`src/rtl/threshold_config_multi_pkg.sv`:
```
// Shared types for the multi-channel threshold editor.
package threshold_pkg;

  typedef enum logic [1:0] {IDLE, HOLD, REPEAT} step_state_t;

  typedef enum logic {BOUND_LOW, BOUND_HIGH} bound_sel_t;

  // Channel index width; a single channel still gets a 1-bit select.
  function automatic int ch_width(input int n);
    return (n > 1) ? $clog2(n) : 1;
  endfunction

endpackage

```
`src/rtl/threshold_config_multi_if.sv`:
```
// Button / config / bound bus between the board front-end and the editor.
interface threshold_config_multi_if #(
  parameter int WIDTH  = 12,
  parameter int NUM_CH = 4
);
  import threshold_pkg::*;

  localparam int CH_W = ch_width(NUM_CH);

  logic                      btnu;
  logic                      btnd;
  logic                      btnl;
  logic                      btnr;
  logic                      threshold_on;
  logic                      threshold_lowhi;
  logic                      step_coarse;
  logic [NUM_CH*WIDTH-1:0]   lower_bound_out;
  logic [NUM_CH*WIDTH-1:0]   upper_bound_out;
  logic [CH_W-1:0]           sel_ch_out;
  logic                      update_out;

  modport master (
    output btnu, btnd, btnl, btnr, threshold_on, threshold_lowhi, step_coarse,
    input  lower_bound_out, upper_bound_out, sel_ch_out, update_out
  );

  modport slave (
    input  btnu, btnd, btnl, btnr, threshold_on, threshold_lowhi, step_coarse,
    output lower_bound_out, upper_bound_out, sel_ch_out, update_out
  );

endinterface

```
`src/rtl/threshold_config_multi_button_debounce.sv`:
```
// One board button: 2-flop synchroniser, stable-sample debouncer, press pulse.
module button_debounce #(
  parameter int DEBOUNCE_CYCLES = 100000
) (
  input  logic clk_in,
  input  logic rst_in,
  input  logic btn_raw,
  output logic level_o,
  output logic press_o
);

  localparam int CW = $clog2(DEBOUNCE_CYCLES + 1);

  logic [1:0]    sync_q, sync_d;
  logic [1:0]    fill_q, fill_d;
  logic [CW-1:0] cnt_q, cnt_d;
  logic          level_q, level_d;
  logic          press_q, press_d;
  logic          armed_q, armed_d;

  // Count consecutive synchronised samples that disagree with the accepted
  // level; flip once DEBOUNCE_CYCLES of them arrive in a row. A button that is
  // already held when reset releases is not reported as a press: presses are
  // only armed after a genuine released sample has passed the synchroniser.
  always_comb begin
    sync_d  = {sync_q[0], btn_raw};
    fill_d  = {fill_q[0], 1'b1};
    cnt_d   = cnt_q;
    level_d = level_q;
    press_d = 1'b0;
    armed_d = armed_q | (fill_q[1] & ~sync_q[1] & ~level_q);
    if (sync_q[1] == level_q) begin
      cnt_d = '0;
    end else if (cnt_q == CW'(DEBOUNCE_CYCLES - 1)) begin
      cnt_d   = '0;
      level_d = sync_q[1];
      press_d = sync_q[1] & armed_q;
    end else begin
      cnt_d = cnt_q + 1'b1;
    end
  end

  // State registers; reset means "released, not yet armed".
  always_ff @(posedge clk_in or posedge rst_in) begin
    if (rst_in) begin
      sync_q  <= '0;
      fill_q  <= '0;
      cnt_q   <= '0;
      level_q <= 1'b0;
      press_q <= 1'b0;
      armed_q <= 1'b0;
    end else begin
      sync_q  <= sync_d;
      fill_q  <= fill_d;
      cnt_q   <= cnt_d;
      level_q <= level_d;
      press_q <= press_d;
      armed_q <= armed_d;
    end
  end

  assign level_o = level_q;
  assign press_o = press_q;

endmodule

```
`src/rtl/threshold_config_multi.sv`:
```
// Per-channel lower/upper bound editor driven by four debounced buttons,
// with hold-to-repeat stepping and lower <= upper kept at all times.
module threshold_config_multi
  import threshold_pkg::*;
#(
  parameter int WIDTH           = 12,
  parameter int NUM_CH          = 4,
  parameter int DEBOUNCE_CYCLES = 100000,
  parameter int REPEAT_DELAY    = 25000000,
  parameter int REPEAT_RATE     = 5000000,
  parameter int STEP_FINE       = 1,
  parameter int STEP_COARSE     = 64
) (
  input  logic                     clk_in,
  input  logic                     rst_in,
  threshold_config_multi_if.slave  bus
);

  localparam int CH_W    = ch_width(NUM_CH);
  localparam int RPT_MAX = (REPEAT_DELAY > REPEAT_RATE) ? REPEAT_DELAY : REPEAT_RATE;
  localparam int RC_W    = $clog2(RPT_MAX + 1);
  localparam logic [WIDTH-1:0] MAXV     = '1;
  localparam logic [WIDTH:0]   S_FINE   = (WIDTH+1)'(STEP_FINE);
  localparam logic [WIDTH:0]   S_COARSE = (WIDTH+1)'(STEP_COARSE);

  // Button order: 0 = up, 1 = down, 2 = left, 3 = right.
  logic [3:0] raw, lvl, prs;
  logic       unused_lr_lvl;

  assign raw = {bus.btnr, bus.btnl, bus.btnd, bus.btnu};
  assign unused_lr_lvl = ^lvl[3:2];

  for (genvar b = 0; b < 4; b++) begin : g_btn
    button_debounce #(.DEBOUNCE_CYCLES(DEBOUNCE_CYCLES)) u_db (
      .clk_in  (clk_in),
      .rst_in  (rst_in),
      .btn_raw (raw[b]),
      .level_o (lvl[b]),
      .press_o (prs[b])
    );
  end

  step_state_t       state_q, state_d;
  logic [RC_W-1:0]   rcnt_q, rcnt_d;
  logic              up_q, up_d;
  logic [CH_W-1:0]   sel_q, sel_d;
  logic              step_fire, step_up;

  logic [WIDTH-1:0]  lo_q [NUM_CH];
  logic [WIDTH-1:0]  lo_d [NUM_CH];
  logic [WIDTH-1:0]  hi_q [NUM_CH];
  logic [WIDTH-1:0]  hi_d [NUM_CH];
  logic [NUM_CH*WIDTH-1:0] lo_out_q, lo_out_d, hi_out_q, hi_out_d;
  logic              upd_q, upd_d;

  // Step FSM: first step on the press, then one after REPEAT_DELAY, then one
  // every REPEAT_RATE. Releasing, pressing the opposite button, or disabling
  // edits drops back to IDLE without a step.
  always_comb begin
    state_d   = state_q;
    rcnt_d    = rcnt_q;
    up_d      = up_q;
    step_fire = 1'b0;
    step_up   = up_q;
    case (state_q)
      IDLE: begin
        if (bus.threshold_on && (prs[0] || prs[1]) && (lvl[0] ^ lvl[1])) begin
          step_fire = 1'b1;
          step_up   = lvl[0];
          up_d      = lvl[0];
          state_d   = HOLD;
          rcnt_d    = '0;
        end
      end
      default: begin
        if (!bus.threshold_on || !(up_q ? lvl[0] : lvl[1]) || (up_q ? lvl[1] : lvl[0])) begin
          state_d = IDLE;
          rcnt_d  = '0;
        end else if (state_q == HOLD) begin
          if (rcnt_q == RC_W'(REPEAT_DELAY - 1)) begin
            step_fire = 1'b1;
            state_d   = REPEAT;
            rcnt_d    = '0;
          end else begin
            rcnt_d = rcnt_q + 1'b1;
          end
        end else begin
          if (rcnt_q == RC_W'(REPEAT_RATE - 1)) begin
            step_fire = 1'b1;
            rcnt_d    = '0;
          end else begin
            rcnt_d = rcnt_q + 1'b1;
          end
        end
      end
    endcase
  end

  // Channel select: left/right step with wrap; simultaneous presses cancel.
  always_comb begin
    sel_d = sel_q;
    if (prs[2] && !prs[3]) begin
      sel_d = (sel_q == '0) ? CH_W'(NUM_CH - 1) : sel_q - 1'b1;
    end else if (prs[3] && !prs[2]) begin
      sel_d = (sel_q == CH_W'(NUM_CH - 1)) ? '0 : sel_q + 1'b1;
    end
  end

  // Bound update: one extra bit catches overflow/borrow, then each bound is
  // clamped against MAX/0 and against its partner so lower <= upper holds.
  logic [WIDTH-1:0] cur_l, cur_u, cur_v, nv;
  logic [WIDTH:0]   ext, stp;
  bound_sel_t       bsel;

  always_comb begin
    lo_d  = lo_q;
    hi_d  = hi_q;
    upd_d = 1'b0;
    cur_l = lo_q[sel_q];
    cur_u = hi_q[sel_q];
    stp   = bus.step_coarse ? S_COARSE : S_FINE;
    bsel  = bus.threshold_lowhi ? BOUND_HIGH : BOUND_LOW;
    cur_v = (bsel == BOUND_LOW) ? cur_l : cur_u;
    ext   = '0;
    nv    = cur_v;
    if (bsel == BOUND_LOW) begin
      if (step_up) begin
        ext = {1'b0, cur_l} + stp;
        nv  = (ext > {1'b0, cur_u}) ? cur_u : ext[WIDTH-1:0];
      end else begin
        ext = {1'b0, cur_l} - stp;
        nv  = ext[WIDTH] ? '0 : ext[WIDTH-1:0];
      end
    end else begin
      if (step_up) begin
        ext = {1'b0, cur_u} + stp;
        nv  = ext[WIDTH] ? MAXV : ext[WIDTH-1:0];
      end else begin
        ext = {1'b0, cur_u} - stp;
        nv  = (ext[WIDTH] || (ext[WIDTH-1:0] < cur_l)) ? cur_l : ext[WIDTH-1:0];
      end
    end
    if (step_fire && (nv != cur_v)) begin
      upd_d = 1'b1;
      if (bsel == BOUND_LOW) lo_d[sel_q] = nv;
      else                   hi_d[sel_q] = nv;
    end
  end

  // Presented bounds: stored values when enabled, full range when bypassed.
  always_comb begin
    lo_out_d = '0;
    hi_out_d = '0;
    for (int k = 0; k < NUM_CH; k++) begin
      lo_out_d[k*WIDTH +: WIDTH] = bus.threshold_on ? lo_d[k] : '0;
      hi_out_d[k*WIDTH +: WIDTH] = bus.threshold_on ? hi_d[k] : MAXV;
    end
  end

  // Control registers: FSM, repeat counter, direction, selected channel.
  always_ff @(posedge clk_in or posedge rst_in) begin
    if (rst_in) begin
      state_q <= IDLE;
      rcnt_q  <= '0;
      up_q    <= 1'b0;
      sel_q   <= '0;
    end else begin
      state_q <= state_d;
      rcnt_q  <= rcnt_d;
      up_q    <= up_d;
      sel_q   <= sel_d;
    end
  end

  // Stored bounds and registered outputs.
  always_ff @(posedge clk_in or posedge rst_in) begin
    if (rst_in) begin
      for (int k = 0; k < NUM_CH; k++) begin
        lo_q[k] <= '0;
        hi_q[k] <= MAXV;
      end
      lo_out_q <= '0;
      hi_out_q <= '1;
      upd_q    <= 1'b0;
    end else begin
      lo_q     <= lo_d;
      hi_q     <= hi_d;
      lo_out_q <= lo_out_d;
      hi_out_q <= hi_out_d;
      upd_q    <= upd_d;
    end
  end

  assign bus.lower_bound_out = lo_out_q;
  assign bus.upper_bound_out = hi_out_q;
  assign bus.sel_ch_out      = sel_q;
  assign bus.update_out      = upd_q;

endmodule

```
`src/flat_wrapper.sv`:
```
// flat-port wrapper written by rule: the top's interface ports become plain ports
module threshold_config_multi_flat import threshold_pkg::*;
#(
  parameter int WIDTH           = 12,
  parameter int NUM_CH          = 4,
  parameter int DEBOUNCE_CYCLES = 100000,
  parameter int REPEAT_DELAY    = 25000000,
  parameter int REPEAT_RATE     = 5000000,
  parameter int STEP_FINE       = 1,
  parameter int STEP_COARSE     = 64
)
  (clk_in, rst_in, bus_btnu, bus_btnd, bus_btnl, bus_btnr, bus_threshold_on, bus_threshold_lowhi, bus_step_coarse, bus_lower_bound_out, bus_upper_bound_out, bus_sel_ch_out, bus_update_out);
  threshold_config_multi_if #(.WIDTH(WIDTH), .NUM_CH(NUM_CH)) bus_i ();
  input  logic clk_in;
  input  logic rst_in;
  input wire logic [$bits(bus_i.btnu)-1:0] bus_btnu;
  input wire logic [$bits(bus_i.btnd)-1:0] bus_btnd;
  input wire logic [$bits(bus_i.btnl)-1:0] bus_btnl;
  input wire logic [$bits(bus_i.btnr)-1:0] bus_btnr;
  input wire logic [$bits(bus_i.threshold_on)-1:0] bus_threshold_on;
  input wire logic [$bits(bus_i.threshold_lowhi)-1:0] bus_threshold_lowhi;
  input wire logic [$bits(bus_i.step_coarse)-1:0] bus_step_coarse;
  output wire logic [$bits(bus_i.lower_bound_out)-1:0] bus_lower_bound_out;
  output wire logic [$bits(bus_i.upper_bound_out)-1:0] bus_upper_bound_out;
  output wire logic [$bits(bus_i.sel_ch_out)-1:0] bus_sel_ch_out;
  output wire logic [$bits(bus_i.update_out)-1:0] bus_update_out;
  assign bus_i.btnu = bus_btnu;
  assign bus_i.btnd = bus_btnd;
  assign bus_i.btnl = bus_btnl;
  assign bus_i.btnr = bus_btnr;
  assign bus_i.threshold_on = bus_threshold_on;
  assign bus_i.threshold_lowhi = bus_threshold_lowhi;
  assign bus_i.step_coarse = bus_step_coarse;
  assign bus_lower_bound_out = bus_i.lower_bound_out;
  assign bus_upper_bound_out = bus_i.upper_bound_out;
  assign bus_sel_ch_out = bus_i.sel_ch_out;
  assign bus_update_out = bus_i.update_out;
  threshold_config_multi #(.WIDTH(WIDTH), .NUM_CH(NUM_CH), .DEBOUNCE_CYCLES(DEBOUNCE_CYCLES), .REPEAT_DELAY(REPEAT_DELAY), .REPEAT_RATE(REPEAT_RATE), .STEP_FINE(STEP_FINE), .STEP_COARSE(STEP_COARSE)) u_core (.clk_in(clk_in), .rst_in(rst_in), .bus(bus_i));
endmodule
```
`config.mk`:
```
export PLATFORM = sky130hd
export DESIGN_NAME = threshold_config_multi_flat
export DESIGN_NICKNAME = d
export VERILOG_FILES = /design/src/rtl/threshold_config_multi_pkg.sv /design/src/rtl/threshold_config_multi_if.sv /design/src/rtl/threshold_config_multi_button_debounce.sv /design/src/rtl/threshold_config_multi.sv /design/src/flat_wrapper.sv
export SDC_FILE = /design/constraint.sdc
export NUM_CORES = 1
export LEC_CHECK = 0
export ABC_AREA = 1
export BUFFER_PORTS_ARGS = -buffer_cell sky130_fd_sc_hd__clkbuf_2
export CORE_UTILIZATION = 60
export DETAILED_ROUTE_END_ITERATION = 10
export PLACE_DENSITY = 0.81
export SLEW_MARGIN = 20
export SYNTH_ARGS = -nofsm -noshare
export SYNTH_HDL_FRONTEND = slang
export SYNTH_SLANG_ARGS = --single-unit
```
`constraint.sdc`:
```
create_clock -name clk_in -period 19.8 [get_ports clk_in]
set_clock_uncertainty 0.2 [all_clocks]
set_input_delay 0 -clock clk_in [delete_from_list [all_inputs] [get_ports clk_in]]
set_output_delay 0 -clock clk_in [all_outputs]
set_load 0.03 [all_outputs]
```
Word level (Yosys, flattened, before mapping)
Cells that the tools add are included.

Eq/ne operators: 14. $lt $le $gt $ge: 4. Muxes and demuxes: 74. Bitwise gates (word level): 30. $add $sub $neg: 11. Reduce and logical (&&, ||, !) cells: 24.

Operator list (count): $mux 12 (21); $mux 48 (4); $mux 25 (6); $mux 17 (8); $bwmux 48 (2); $add 17x1->17 const B (4); $eq 17x17->1 const B (4); $bmux 12 s2 (2); $add 12x13->13 (2); $sub 12x13->13 (2); $add 25x1->25 const B (1); $eq 25x23->1 const B (1); $eq 25x25->1 const B (1); $demux 12 s2 (1); $mux 1 (20); $mux 2 (9); $gt 13x12->1 (1); $and 1x1->1 (12); $lt 12x12->1 (1); $ne 12x12->1 (1); $not 1->1 (12); $reduce_and 2->1 (4); $mux 7 (1); $logic_and 1x1->1 (6); other kinds (17) (31).

Word-level logic and storage cells: 196. Register bits: 319. Input port bits: 9.

Logic depth before layout (Yosys ltp)
Word-level depth: 14. Mapped depth: 40. Mapped depth without buffers: 36.

Hierarchy
Synthesis repeated with hierarchy kept, for this count alone.

Cells, all modules: 2743. Area total of the unflattened synthesis: 19466.2 µm².

By module, submodules not included: threshold_config_multi (seq. area each 5700.5 µm², times used 1, area an instance 14416.3 µm², cells each 2127); button_debounce (seq. area each 600.6 µm², times used 4, area an instance 1262.5 µm², cells each 154).

Worst setup path before layout
Ideal clock, no wire load.

Path type: register -> register. From: register u_core.sel_q[0], in the netlist u_core.bus.sel_ch_out[0]. To: register u_core.lo_out_q[12], in the netlist u_core.bus.lower_bound_out[12]. Setup slack: 14.870 ns. Stages on the path, launching flop included: 37. Path buffers: 5. Library setup time: 0.132 ns. Data arrival time: 4.598 ns. Cell sequence: dfrtp_1 buf_6 inv_6 buf_4 buf_6 nand2_1 nand3_1 nand2_1 inv_1 ha_1 inv_1 o21ai_0 nor2_1 nand2_1 xor2_1 inv_1 ha_1 a21oi_1 o21ai_0 a21oi_1 nand2_1 nand2_1 buf_6 nand3_1 nand3_2 nand2_1 nand3b_1 nand2_1 nor2_1 nand2_1 nor2_1 nand2_2 nand2_4 buf_2 nand2_1 nand2_1 nor2_1.

Word-level cells in the longest chain between the ends: 14.

Ends and longest elaborated chain: start, declared (line threshold_config_multi.sv:46) `logic [CH_W-1:0] sel_q, sel_d;`; start signal, assigned (line threshold_config_multi.sv:171) `sel_q <= sel_d;`; $not 2->3 (implied by the code) * (line threshold_config_multi.sv:119, threshold_config_multi.sv:120, threshold_config_multi.sv:145); $bmux 12 s2 (line threshold_config_multi.sv:120) `cur_u = hi_q[sel_q];`; $mux 12 (implied by the code) (2 in series) (line threshold_config_multi.sv:120); $sub 12x13->13 (line threshold_config_multi.sv:139) `ext = {1'b0, cur_u} - stp;`; $lt 12x12->1 (line threshold_config_multi.sv:140) `nv = (ext[WIDTH] || (ext[WIDTH-1:0] < cur_l)) ? cur_l : ext[WIDTH-1:0];`; $logic_or 1x1->1 (line threshold_config_multi.sv:140); $mux 12 (line threshold_config_multi.sv:140); $mux 12 (line threshold_config_multi.sv:135) `if (step_up) begin`; $mux 12 (line threshold_config_multi.sv:126) `if (bsel == BOUND_LOW) begin`; $ne 12x12->1 / $bwmux 48 (equally long branches) (line threshold_config_multi.sv:143, threshold_config_multi.sv:145); $logic_and 1x1->1 / $mux 48 (equally long branches) (line threshold_config_multi.sv:143, threshold_config_multi.sv:145); $mux 48 * (line threshold_config_multi.sv:143) `if (step_fire && (nv != cur_v)) begin`; $mux 12 * (line threshold_config_multi.sv:155) `lo_out_d[k*WIDTH +: WIDTH] = bus.threshold_on ? lo_d[k] : '0;`; via u_core.lo_out_d[12] (line threshold_config_multi.sv:53) `logic [NUM_CH*WIDTH-1:0] lo_out_q, lo_out_d, hi_out_q, hi_out_d;`; end signal, assigned (line threshold_config_multi.sv:188) `lo_out_q <= lo_out_d;`; end, declared (line threshold_config_multi.sv:53).

Mark *: on every way through the listed nets, which the timed path passes. The rest lies on a longest branch. The select of a mux whose other input is x is not followed. A chain may end at the register's enable or synchronous reset.

Worst setup path in the final report
From: register u_core.sel_q[1], in the netlist u_core.bus.sel_ch_out[1]. To: register u_core.lo_out_q[44], in the netlist u_core.bus.lower_bound_out[44].

Same word-level chain as after synthesis.

==> results.toml <==
[worst_setup_path]
rr_worst_depth = 32
cp_data_arrival_time_ns = 7.92
crit_type = "reg2reg"
worst_path_most_repeated_cell = "nand2_1"
worstSetupEndpointType = "register"
critPathMaxStageDelay_ns = 0.85
cp_max_fo = 97
critPathLaunchType = "register"
crit_slowest_cell = "buf_4"
required_ns = 19.98

[layout]
area_delta_synth_final_pct = 10.6
nets = 2548
layout-drive-gt1-share_pct = 13.6
diodes = 0
final_common_cell = "nand2_1"
final_cell_mix = "702 x nand2_1, 318 x nand3_1, 303 x inv_1"

[floorplan]
die_w_um = 175
io_pins = 108
start_util_pct = 61.6
dieArea_sq_um = 30500
die_h_um = 175
rows = 62
coreArea_sq_um = 29000

[yosys]
synth_nets = 2475
ys_async_sr_fraction_pct = 100
ys_top_cells_by_area = "dfrtp_1 30%, nand2_1 15%, dfstp_2 14%"
synth_area_sq_um = 17900
synth_cell_types = 54
synth.yosys.seq_area_share_pct = 44.5
synth-edff-count = 0
synth.avg_cell_area_sq_um = 7.39
synth.largest_area_cell = "dfrtp_1"
syn_inst = 2420
synth-seq-cells = 313
ys_warn_count = 0
synthFlopType = "dfrtp_1"
synthDominantCellAreaShare_pct = 30.4

[routing]
drc = 0
viasPerCell = 5.76
dr.pass1.iters = 6
drt-total-wl_um = 50800
vias = 16700
drt_first_iter_violations = 1858
ant_nets = 0
wire_per_inst_um = 17.5

[global_routing]
grt_pass1_wl_um = 81700
grt_max_degree = 179
gr-usage-met1_pct = 45.3
grt_pass1_vias = 15900
use_met3_pct = 5.59
overflow = 0
top_usage_layer = "met2"
grt_use_total_pct = 33.6
antenna_found_initial = 0
use_met2_pct = 54.1

[sta]
final_max_slew_viol_count = 0
setup_tns_ns = 0
setup_viol = 0
hold_slack_ns = 0.0125
finalCriticalPeriod_ns = 7.74
worst_pin_slew_ns = 1.13
fin_crit_sh_pct = 39.1
relSlewSlack_pct = 24.7
rsz0062_at_grt = "no"
fmax_ghz = 0.129
finalHoldViolCount = 0

[outcome]
status = "completed"

[clocking]
cts_tree = "yes"
htreeDepth = 2
post_cts_resized = 0
insertion_delay_ns = 0.54
postCtsHoldBufs = 10
path_clk_slew_ns = 0.06
post_cts_buffers = 0
cts_root_buffer = "clkbuf_16"
clkSinkCount = 313
clockBufferDepth = 3
cts_made_buffers = 35

[pwr]
power_density_nw_per_um2 = 71.2
p_leak_nw = 9.86
clkPwrFrac_pct = 46.2
power.total_mw = 1.41
swShare_pct = 24.2
p_switching_mw = 0.341
p_comb_share_pct = 6.6
p_seq_share_pct = 47.2
max-vdd-ir-drop_mv = 0.0887
p_int_mw = 1.07

[place]
io_buffers = 107
detailed_place_hpwl_um = 34700
gp_congestion = 1.04

[job]
max_cap_violations = 0

[worst_hold_path]
hp-class = "in2async"
==> registers in the layout (all words and copies together) (netlist names) <==
signal and flops:
u_core.g_btn.u_db.sync_q 8, u_core.g_btn.u_db.armed_q 4, u_core.up_q 1, u_core.g_btn.u_db.press_o 4, u_core.hi_q 48, u_core.state_q 2
u_core.rcnt_q 25, u_core.lo_q 48, u_core.g_btn.u_db.fill_q 2, u_core.bus.lower_bound_out 48, u_core.g_btn.u_db.level_o 4, u_core.bus.sel_ch_out 2
u_core.bus.update_out 1, u_core.g_btn.u_db.cnt_q 68, u_core.bus.upper_bound_out 48
==> metrics by stage <==
step                      cell area, sq um  utilization [%]  std cells  setup slack [ns]
after floorplan                      17900                -       2420             11.10
after global placement               18500             63.8       2830             12.42
after detailed placement             18500             63.8       2830             12.38
after CTS                            19800             68.2       2902             12.31
after global routing                 19800             68.2       2902             11.67
final                                19800             68.2       2902             12.06
==> critical path, delay by kind of cell, from the launching register on <==
family          cells  cell delay, ns
buf+inv             6            1.90
simple gates       17            3.02
fa+ha+maj           2            0.64
flops               1            0.57
xor+xnor            1            0.21
compound gates      6            0.95
==> Yosys cell counts, drive strengths merged, types with 2 or more instances <==
cell	count
a211oi	11
dfstp	96
o211ai	2
nand4	17
o22ai	3
o21ai	150
nand3	324
buf	46
nor2	187
nor3b	11
dfrtp	217
o41ai	2
clkbuf	45
nor4	20
xor2	30
a21oi	68
mux2	4
ha	46
o21a	6
o31ai	2
nor3	57
or2	8
nand2	728
xnor2	5
nand3b	6
inv	317
==> cell families (layout without fill, tap and decap cells) <==
| group | count (synthesis) | count (layout) | synth area share [%] |
|---|---|---|---|
| xor+xnor | 35 | 35 | 1.71 |
| mux | 4 | 4 | 0.252 |
| buf+inv | 409 | 507 | 9.54 |
| other cells | 1 | 1 | 0.0210 |
| simple gates | 1361 | 1361 | 33.1 |
| compound gates | 251 | 251 | 7.69 |
| fa+ha+maj | 46 | 46 | 3.22 |
| flops | 313 | 313 | 44.5 |
==> path summary, 6_finish.rpt <==
path                                           startpoint                             end  slack, ns
min reg2reg                u_core.g_btn[3].u_db.sync_q[0]  u_core.g_btn[3].u_db.sync_q[1]       0.15
max reg2reg                      u_core.bus.sel_ch_out[1]  u_core.bus.lower_bound_out[44]      12.06
min in group clk_in        u_core.g_btn[3].u_db.sync_q[0]  u_core.g_btn[3].u_db.sync_q[1]       0.15
min                                                rst_in               u_core.rcnt_q[24]       0.01
max                              u_core.bus.sel_ch_out[1]  u_core.bus.lower_bound_out[44]      12.06
max in group asynchronous                          rst_in  u_core.bus.lower_bound_out[27]      17.95
==> metal layers <==
| metal | wire, um | up-vias |
|---|---|---|
| li1 | - | 7886 |
| met1 | 21100 | 7891 |
| met2 | 23600 | 800 |
| met3 | 4230 | 143 |
| met4 | 1950 | 0 |
| met5 | 0 | - |
==> layout make-up <==
type	count	area (sq um)
Multi-Input combinational cell	1698	8230
Timing Repair Buffer	127	723
Fill cell	2399	9230
Sequential cell	313	7950
Clock inverter	10	120
Inverter	318	1210
Tap cell	384	480
Clock buffer	52	1060
==> power groups by stage <==
stage | clock, mW | sequential [mW] | combinational, mW
2_1_floorplan | 0 | 0.694 | 0.0446
3_3_place_gp | 0 | 0.675 | 0.0900
3_5_place_dp | 0 | 0.675 | 0.0912
4_1_cts | 0.657 | 0.664 | 0.0930
5_1_grt | 0.683 | 0.665 | 0.102
6_report | 0.651 | 0.664 | 0.0929
Power figures use the tool's default switching activity.
